==> src/rtl/prbs_source_pkg.sv <==
// Shared constants for the multi-channel PRBS source: polynomial taps,
// seeds, mode encoding and the counter saturation helper.
package prbs_source_pkg;

   // Fibonacci recurrences: b[n] = b[n-LEN] ^ b[n-TAP]
   localparam int PRBS31_LEN = 31;
   localparam int PRBS31_TAP = 28;
   localparam int PRBS7_LEN  = 7;
   localparam int PRBS7_TAP  = 6;

   // LFSR state holds the next LEN bits to be sent, so the seed is emitted first
   localparam logic [PRBS31_LEN-1:0] PRBS31_SEED = '1;
   localparam logic [PRBS7_LEN-1:0]  PRBS7_SEED  = '1;

   localparam logic MODE_PRBS31 = 1'b0;
   localparam logic MODE_PRBS7  = 1'b1;

   function automatic longint unsigned sat_val(input int unsigned cnt_w);
      return (64'd1 << cnt_w) - 64'd1;
   endfunction

endpackage

==> src/rtl/prbs_source_mc_lane.sv <==
// One PRBS lane: word-parallel LFSR, mode tracking, single-bit error
// injection and saturating injected-error counter. All outputs registered.
// PRBS_SOURCE_PRBS7_EN: when defined, adds the PRBS7 generator and honours
// prbs_mode; otherwise the lane is PRBS31-only and prbs_mode is ignored.
module prbs_lane
   import prbs_source_pkg::*;
#(
   parameter int DATA_W = 32,
   parameter int CNT_W  = 16
) (
   input  logic              clk,
   input  logic              reset_n,
   input  logic              enable,
   input  logic              prbs_mode,
   input  logic              inj_enable,
   input  logic [15:0]       inj_period,
   input  logic              inj_clear,
   output logic [DATA_W-1:0] tx_data,
   output logic              tx_valid,
   output logic [CNT_W-1:0]  inj_count
);

   localparam int               POS_W    = $clog2(DATA_W);
   localparam int               EXT31_W  = DATA_W + PRBS31_LEN;
   localparam logic [CNT_W-1:0] CNT_SAT  = CNT_W'(sat_val(CNT_W));
   localparam logic [POS_W-1:0] POS_LAST = POS_W'(DATA_W - 1);

   // Extends the state by DATA_W bits; low DATA_W bits are the word, the rest is the next state
   function automatic logic [EXT31_W-1:0] prbs31_ext(input logic [PRBS31_LEN-1:0] s);
      logic [EXT31_W-1:0] e;
      e = '0;
      e[PRBS31_LEN-1:0] = s;
      for (int j = PRBS31_LEN; j < EXT31_W; j++) e[j] = e[j-PRBS31_LEN] ^ e[j-PRBS31_TAP];
      return e;
   endfunction

   logic [PRBS31_LEN-1:0] lfsr31_q, lfsr31_d;
   logic [EXT31_W-1:0]    ext31;
   logic [DATA_W-1:0]     word_raw;
   logic [DATA_W-1:0]     inj_mask;
   logic                  mode_chg;
   logic                  inj_armed;
   logic                  inj_hit;
   logic [15:0]           per_cnt_q, per_cnt_d;
   logic [POS_W-1:0]      inj_pos_q, inj_pos_d;
   logic [CNT_W-1:0]      inj_cnt_q, inj_cnt_d;
   logic [DATA_W-1:0]     tx_data_q, tx_data_d;
   logic                  tx_valid_q, tx_valid_d;

   assign ext31 = prbs31_ext(lfsr31_q);

`ifdef PRBS_SOURCE_PRBS7_EN
   localparam int EXT7_W = DATA_W + PRBS7_LEN;

   function automatic logic [EXT7_W-1:0] prbs7_ext(input logic [PRBS7_LEN-1:0] s);
      logic [EXT7_W-1:0] e;
      e = '0;
      e[PRBS7_LEN-1:0] = s;
      for (int j = PRBS7_LEN; j < EXT7_W; j++) e[j] = e[j-PRBS7_LEN] ^ e[j-PRBS7_TAP];
      return e;
   endfunction

   logic [PRBS7_LEN-1:0] lfsr7_q, lfsr7_d;
   logic [EXT7_W-1:0]    ext7;
   logic                 mode_q, mode_d;

   assign ext7     = prbs7_ext(lfsr7_q);
   // a mode edge costs one cycle: both generators reseed and no word is sent
   assign mode_chg = (prbs_mode != mode_q);
   assign word_raw = (mode_q == MODE_PRBS7) ? ext7[DATA_W-1:0] : ext31[DATA_W-1:0];
`else
   logic unused_mode;
   assign unused_mode = prbs_mode;
   assign mode_chg    = 1'b0;
   assign word_raw    = ext31[DATA_W-1:0];
`endif

   // >= rather than == so that shrinking inj_period below the running count injects at once
   assign inj_armed = inj_enable && (inj_period != 16'd0);
   assign inj_hit   = enable && !mode_chg && inj_armed && (per_cnt_q >= inj_period - 16'd1);
   assign inj_mask  = DATA_W'(1) << inj_pos_q;

   // Next-state: generator advance, injection bookkeeping, lock-up guard, clear
   always_comb begin
      lfsr31_d   = lfsr31_q;
`ifdef PRBS_SOURCE_PRBS7_EN
      lfsr7_d    = lfsr7_q;
      mode_d     = prbs_mode;
`endif
      per_cnt_d  = per_cnt_q;
      inj_pos_d  = inj_pos_q;
      inj_cnt_d  = inj_cnt_q;
      tx_data_d  = tx_data_q;
      tx_valid_d = 1'b0;

      if (mode_chg) begin
         lfsr31_d = PRBS31_SEED;
`ifdef PRBS_SOURCE_PRBS7_EN
         lfsr7_d  = PRBS7_SEED;
`endif
      end else if (enable) begin
         tx_valid_d = 1'b1;
         tx_data_d  = inj_hit ? (word_raw ^ inj_mask) : word_raw;
`ifdef PRBS_SOURCE_PRBS7_EN
         if (mode_q == MODE_PRBS7) lfsr7_d = ext7[DATA_W +: PRBS7_LEN];
         else                      lfsr31_d = ext31[DATA_W +: PRBS31_LEN];
`else
         lfsr31_d = ext31[DATA_W +: PRBS31_LEN];
`endif
         if (inj_hit) begin
            per_cnt_d = '0;
            inj_pos_d = (inj_pos_q == POS_LAST) ? '0 : inj_pos_q + 1'b1;
            if (inj_cnt_q != CNT_SAT) inj_cnt_d = inj_cnt_q + 1'b1;
         end else if (inj_armed) begin
            per_cnt_d = per_cnt_q + 16'd1;
         end
      end

      if (lfsr31_q == '0) lfsr31_d = PRBS31_SEED;
`ifdef PRBS_SOURCE_PRBS7_EN
      if (lfsr7_q == '0) lfsr7_d = PRBS7_SEED;
`endif

      // clear wins over a coincident increment; the word itself stays corrupted
      if (inj_clear) begin
         per_cnt_d = '0;
         inj_pos_d = '0;
         inj_cnt_d = '0;
      end
   end

   // State and output registers
   always_ff @(posedge clk or negedge reset_n) begin
      if (!reset_n) begin
         lfsr31_q   <= PRBS31_SEED;
`ifdef PRBS_SOURCE_PRBS7_EN
         lfsr7_q    <= PRBS7_SEED;
         mode_q     <= MODE_PRBS31;
`endif
         per_cnt_q  <= '0;
         inj_pos_q  <= '0;
         inj_cnt_q  <= '0;
         tx_data_q  <= '0;
         tx_valid_q <= 1'b0;
      end else begin
         lfsr31_q   <= lfsr31_d;
`ifdef PRBS_SOURCE_PRBS7_EN
         lfsr7_q    <= lfsr7_d;
         mode_q     <= mode_d;
`endif
         per_cnt_q  <= per_cnt_d;
         inj_pos_q  <= inj_pos_d;
         inj_cnt_q  <= inj_cnt_d;
         tx_data_q  <= tx_data_d;
         tx_valid_q <= tx_valid_d;
      end
   end

   assign tx_data   = tx_data_q;
   assign tx_valid  = tx_valid_q;
   assign inj_count = inj_cnt_q;

endmodule

==> src/rtl/prbs_source_mc.sv <==
// Multi-channel PRBS pattern source: NUM_CH independent lanes sharing the
// injection period and clear. PRBS_SOURCE_PRBS7_EN enables per-lane PRBS7.
module prbs_source_mc
   import prbs_source_pkg::*;
#(
   parameter int NUM_CH = 8,
   parameter int DATA_W = 32,
   parameter int CNT_W  = 16
) (
   input  logic                     clk,
   input  logic                     reset_n,
   input  logic [NUM_CH-1:0]        enable,
   input  logic [NUM_CH-1:0]        prbs_mode,
   input  logic [NUM_CH-1:0]        inj_enable,
   input  logic [15:0]              inj_period,
   input  logic                     inj_clear,
   output logic [NUM_CH*DATA_W-1:0] tx_data,
   output logic [NUM_CH-1:0]        tx_valid,
   output logic [NUM_CH*CNT_W-1:0]  inj_count
);

   for (genvar i = 0; i < NUM_CH; i++) begin : g_lane
      prbs_lane #(
         .DATA_W (DATA_W),
         .CNT_W  (CNT_W)
      ) u_lane (
         .clk        (clk),
         .reset_n    (reset_n),
         .enable     (enable[i]),
         .prbs_mode  (prbs_mode[i]),
         .inj_enable (inj_enable[i]),
         .inj_period (inj_period),
         .inj_clear  (inj_clear),
         .tx_data    (tx_data[DATA_W*i +: DATA_W]),
         .tx_valid   (tx_valid[i]),
         .inj_count  (inj_count[CNT_W*i +: CNT_W])
      );
   end

endmodule

==> config.mk <==
export PLATFORM = sky130hd
export DESIGN_NAME = prbs_source_mc
export DESIGN_NICKNAME = d
export VERILOG_FILES = /design/src/rtl/prbs_source_pkg.sv /design/src/rtl/prbs_source_mc_lane.sv /design/src/rtl/prbs_source_mc.sv
export SDC_FILE = /design/constraint.sdc
export NUM_CORES = 2
export LEC_CHECK = 0
export CAP_MARGIN = 10
export CORE_UTILIZATION = 40
export DETAILED_ROUTE_END_ITERATION = 10
export PLACE_DENSITY = 0.59
export SLEW_MARGIN = 20
export SYNTH_ARGS = -nofsm -noshare
export SYNTH_HDL_FRONTEND = slang
export SYNTH_SLANG_ARGS = --single-unit
==> constraint.sdc <==
create_clock -name clk -period 3.66 [get_ports clk]
set_input_delay 1.098 -clock clk [delete_from_list [all_inputs] [get_ports clk]]
set_output_delay 1.098 -clock clk [all_outputs]
set_load 0.01 [all_outputs]
==> results.py <==
metrics = {
    "run_status": {
        "status": "finished with violations",
        "violations_in_the_final_reports": "negative setup slack",
    },
    "sta": {
        "hold_viol": 0,
        "setup_repair_after_global_routing_missed_its_margin": "yes",
        "finalCriticalPeriod_ns": 4.356,
        "setup_ws_ns": -0.6956,
        "clock-skew-final_ns": 0.02415,
        "relSlewSlack_pct": 19.73,
        "final_setup_violations": 550,
        "final_max_slew_viol_count": 0,
        "worst_hold_slack_ns": 0.4387,
        "fin_tns_setup_ns": -257.38,
        "fin_crit_sh_pct": 119.0,
        "peak_clock_frequency_supported_by_timing_ghz": 0.2296,
        "tightestPinTransition_ns": 1.204,
    },
    "placement": {
        "post-place-cells": 7363,
        "placed_area_um2": 56620,
        "placement.io_buffers": 426,
        "placement.setup.worst_slack_ns": -1.958,
        "hpwlAfterDp_um": 99680,
        "routabilityCongestion": 0.8595,
    },
    "worst_setup_path": {
        "path_cells": "buf_6 -> buf_6 -> clkinvlp_4 -> ha_4 -> nor4b_4 -> nand3_4 -> or4_4 -> xor2_4 -> buf_12 -> buf_8 -> buf_6 -> ha_4 -> and4_4 -> a211oi_4 -> buf_6 -> nor2_4 -> nand2_2 -> or3_4 -> buf_12 -> a211o_1 -> a31oi_1",
        "critical_path_required_ns": 4.25,
        "timing.critical_path.slowest_stage_cell": "or4_4",
        "critPathLaunchType": "input port",
        "r2r_setup_slack_ns": 0.50,
        "worstSetupPathType": "input port to flip-flop",
        "cp_common_cell": "buf_6",
        "slowest_delay_ns": 0.53,
        "worst_ep_arrival_time_ns": 4.95,
        "crit_path_max_fanout": 7,
        "critPathCaptureType": "flip-flop",
    },
    "power_and_ir_drop": {
        "power.share.switching_pct": 34.09,
        "p_sw_mw": 13.06,
        "p_seq_share_pct": 43.1,
        "cellLeakagePower_nw": 26.08,
        "comb_power_share_pct": 29.7,
        "clock_power_share_pct": 27.2,
        "power.ir.vdd_worst_uv": 426.1,
        "total_power_divided_by_cell_area_nw_per_um2": 590.0,
        "internal-power_mw": 25.26,
    },
    "logic_synthesis": {
        "number_of_enable_flip_flop_cells_after_synthesis": 0,
        "synthDistinctLibCells": 93,
        "synth-seq-area-share_pct": 42.88,
        "net_count_after_synthesis": 5614,
        "synth_top_flop_cell": "dfrtp_1",
        "asyncSetResetFlopFracSynth_pct": 100.0,
        "syn_area_um2": 47880,
        "synth-warning-count": 0,
        "post_synthesis_instance_total": 5386,
        "synth.avg_cell_area_um2": 8.890,
        "synth-seq-cells": 808,
    },
    "cts": {
        "htree_levels": 3,
        "tritoncts": "yes",
        "clkSinkCount": 808,
        "numCtsBuffers": 97,
        "cts_root_buffer": "clkbuf_16",
        "cts_hold_repair.buffers": 0,
        "clock_buffer_depth": 3,
        "clk_transition_reported_paths_ns": 0.06,
        "worstSkewPairLatency_ns": 0.69,
    },
    "die": {
        "floorplan.rows": 126,
        "floorplan.core_area_um2": 118400,
        "die_w_um": 348.0,
        "die_y_um": 348.0,
        "io-pin-count": 435,
        "initial_utilization_pct": 40.44,
        "design.die.area_um2": 121100,
    },
    "drt": {
        "remaining_number_of_nets_flagged_by_the_antenna_check_after_routing": 0,
        "first_pass_iters": 5,
        "wirelength_um": 150800,
        "vias": 43190,
        "detail_route.iter0.violations": 2881,
        "wl_per_cell_um": 19.59,
        "dr_drc_count": 0,
        "viasPerCell": 5.612,
    },
    "run": {
        "drv.max_cap_violation_count": 0,
    },
    "cells_and_area": {
        "leading_cell_types_in_the_layout_fill_and_taps_excluded": "nand2_1 (727), dfrtp_1 (560), clkdlybuf4s50_1 (406), nor2_1 (378), xnor2_1 (360)",
        "post_layout_nonfiller_instances": 7696,
        "area_growth_syn_to_layout_pct": 35.67,
        "fin_area_um2": 64960,
        "final.fill_count": 10420,
        "drive_above_1_share_pct": 22.19,
        "mostFrequentLayoutCell": "nand2_1",
        "finalNetCount": 6235,
    },
    "global_routing": {
        "grt_pass1_wl_um": 235800,
        "grt_antenna_before_repair": 11,
        "grt_pass1_vias": 41050,
        "grt_start_max_net_pins": 125,
        "grt-ovfl-total": 0,
        "grtUsageTotal_pct": 24.02,
    },
    "hold_path": {
        "hold_path.class": "input port to asynchronous set/reset pin",
    },
}
registers in the layout, indices dropped and copies added, names as in the netlist:
| signal | cells |
|---|---|
| g_lane.u_lane.inj_count | 128 |
| g_lane.u_lane.inj_pos_q | 40 |
| g_lane.u_lane.lfsr31_q | 248 |
| g_lane.u_lane.per_cnt_q | 128 |
| g_lane.u_lane.tx_data | 256 |
| g_lane.u_lane.tx_valid | 8 |
power groups by stage:
| stage | Sequential [mW] | Combinational, mW | Clock, mW |
|---|---|---|---|
| after floorplan | 15.5 | 7.02 | 0 |
| after global placement | 16.5 | 10.9 | 0 |
| after detailed placement | 16.5 | 11.1 | 0 |
| after CTS | 16.4 | 11.3 | 10.7 |
| after global routing | 16.9 | 12.7 | 11.0 |
| final | 16.5 | 11.4 | 10.4 |
area by class of cell:
cell class	count	area, µm²	area share (%)
Antenna cell	4	10.01	0.01541
Clock buffer	131	2758	4.245
Clock inverter	53	679.4	1.046
Inverter	129	488.0	0.7512
Multi-Input combinational cell	4062	28690	44.16
Sequential cell	808	20530	31.60
Tap cell	1600	2002	3.082
Timing Repair Buffer	909	9807	15.10
worst max-delay path, delay by kind of cell:
kind / cells / cell delay [ns]
AND/OR/NAND/NOR: 7 / 1.77
AO/OA/AOI/OAI: 3 / 0.48
XOR/XNOR: 1 / 0.21
adder cells (fa/ha/maj): 2 / 0.40
buffers and inverters: 8 / 0.99
cell families after synthesis:
logic type	count (synthesis)	share of synthesized area [%]
AOI/OAI and AO/OA	1282	16.94
xor gates and xnor gates	445	8.213
adders and majority gates	185	4.834
buffers and inverters	518	4.252
DFF	808	42.88
muxes	70	1.550
and+or+nand+nor	2078	21.33
stage by stage:
| stage | total power [mW] | utilization (%) |
|---|---|---|
| 2_1_floorplan | 22.52 | - |
| 3_3_place_gp | 27.44 | 47.82 |
| 3_5_place_dp | 27.63 | 47.82 |
| 4_1_cts | 38.44 | 53.39 |
| 5_1_grt | 40.63 | 54.86 |
| 6_report | 38.32 | 54.87 |
worst paths after layout:
kind	start	endpoint	cells after the start
min in group clk	g_lane[5].u_lane.per_cnt_q[15]	g_lane[5].u_lane.per_cnt_q[15]	1
setup / recovery	inj_period[0]	g_lane[0].u_lane.tx_data[28]	21
max in group asynchronous	reset_n	g_lane[5].u_lane.lfsr31_q[8]	2
setup reg to reg	g_lane[7].u_lane.per_cnt_q[0]	g_lane[7].u_lane.inj_count[13]	15
hold reg to reg	g_lane[5].u_lane.per_cnt_q[15]	g_lane[5].u_lane.per_cnt_q[15]	1
hold / removal	reset_n	g_lane[2].u_lane.inj_count[6]	1
layer usage:
| layer | track usage, % | up-vias | wire length [µm] |
|---|---|---|---|
| met5 | 0 | - | 57 |
| met4 | 7.156 | 8 | 4106 |
| met3 | 3.986 | 232 | 7603 |
| met2 | 37.89 | 1029 | 70040 |
| met1 | 33.72 | 21300 | 68950 |
| li1 | - | 20620 | - |
Yosys cell counts, drive strengths merged (27+ instances only):
cell type    n  share of area [%]
a2111oi     30               0.67
a211oi      61               0.96
a21o        47               0.74
a21oi      302                3.2
a31oi      167                2.2
and3       116                1.5
and4        27               0.49
buf         66               0.70
clkbuf     323                2.5
dfrtp      560                 29
dfstp      248                 14
ha         185                4.8
inv        129                1.0
mux2        33               0.78
mux2i       37               0.77
nand2      739                5.8
nand2b      31               0.41
nand3      158                1.7
nand4       84                1.1
nor2       393                3.1
nor2b       49               0.64
nor3        96                1.0
nor3b       41               0.65
nor4       111                1.5
o2111ai     30               0.55
o211ai      39               0.64
o21ai      374                3.9
o31ai       84                1.3
or3         62               0.81
or4         92                1.4
xnor2      387                7.1
xor2        56                1.0
what timing repair did:
item / in CTS / in global routing
cloned: 28 / 13
pin swaps: 266 / 302
resized for setup: 351 / 294
setup endpoints to repair: 552 / 550
buffers inserted: 85 / 40
Power figures use the tool's default switching activity.
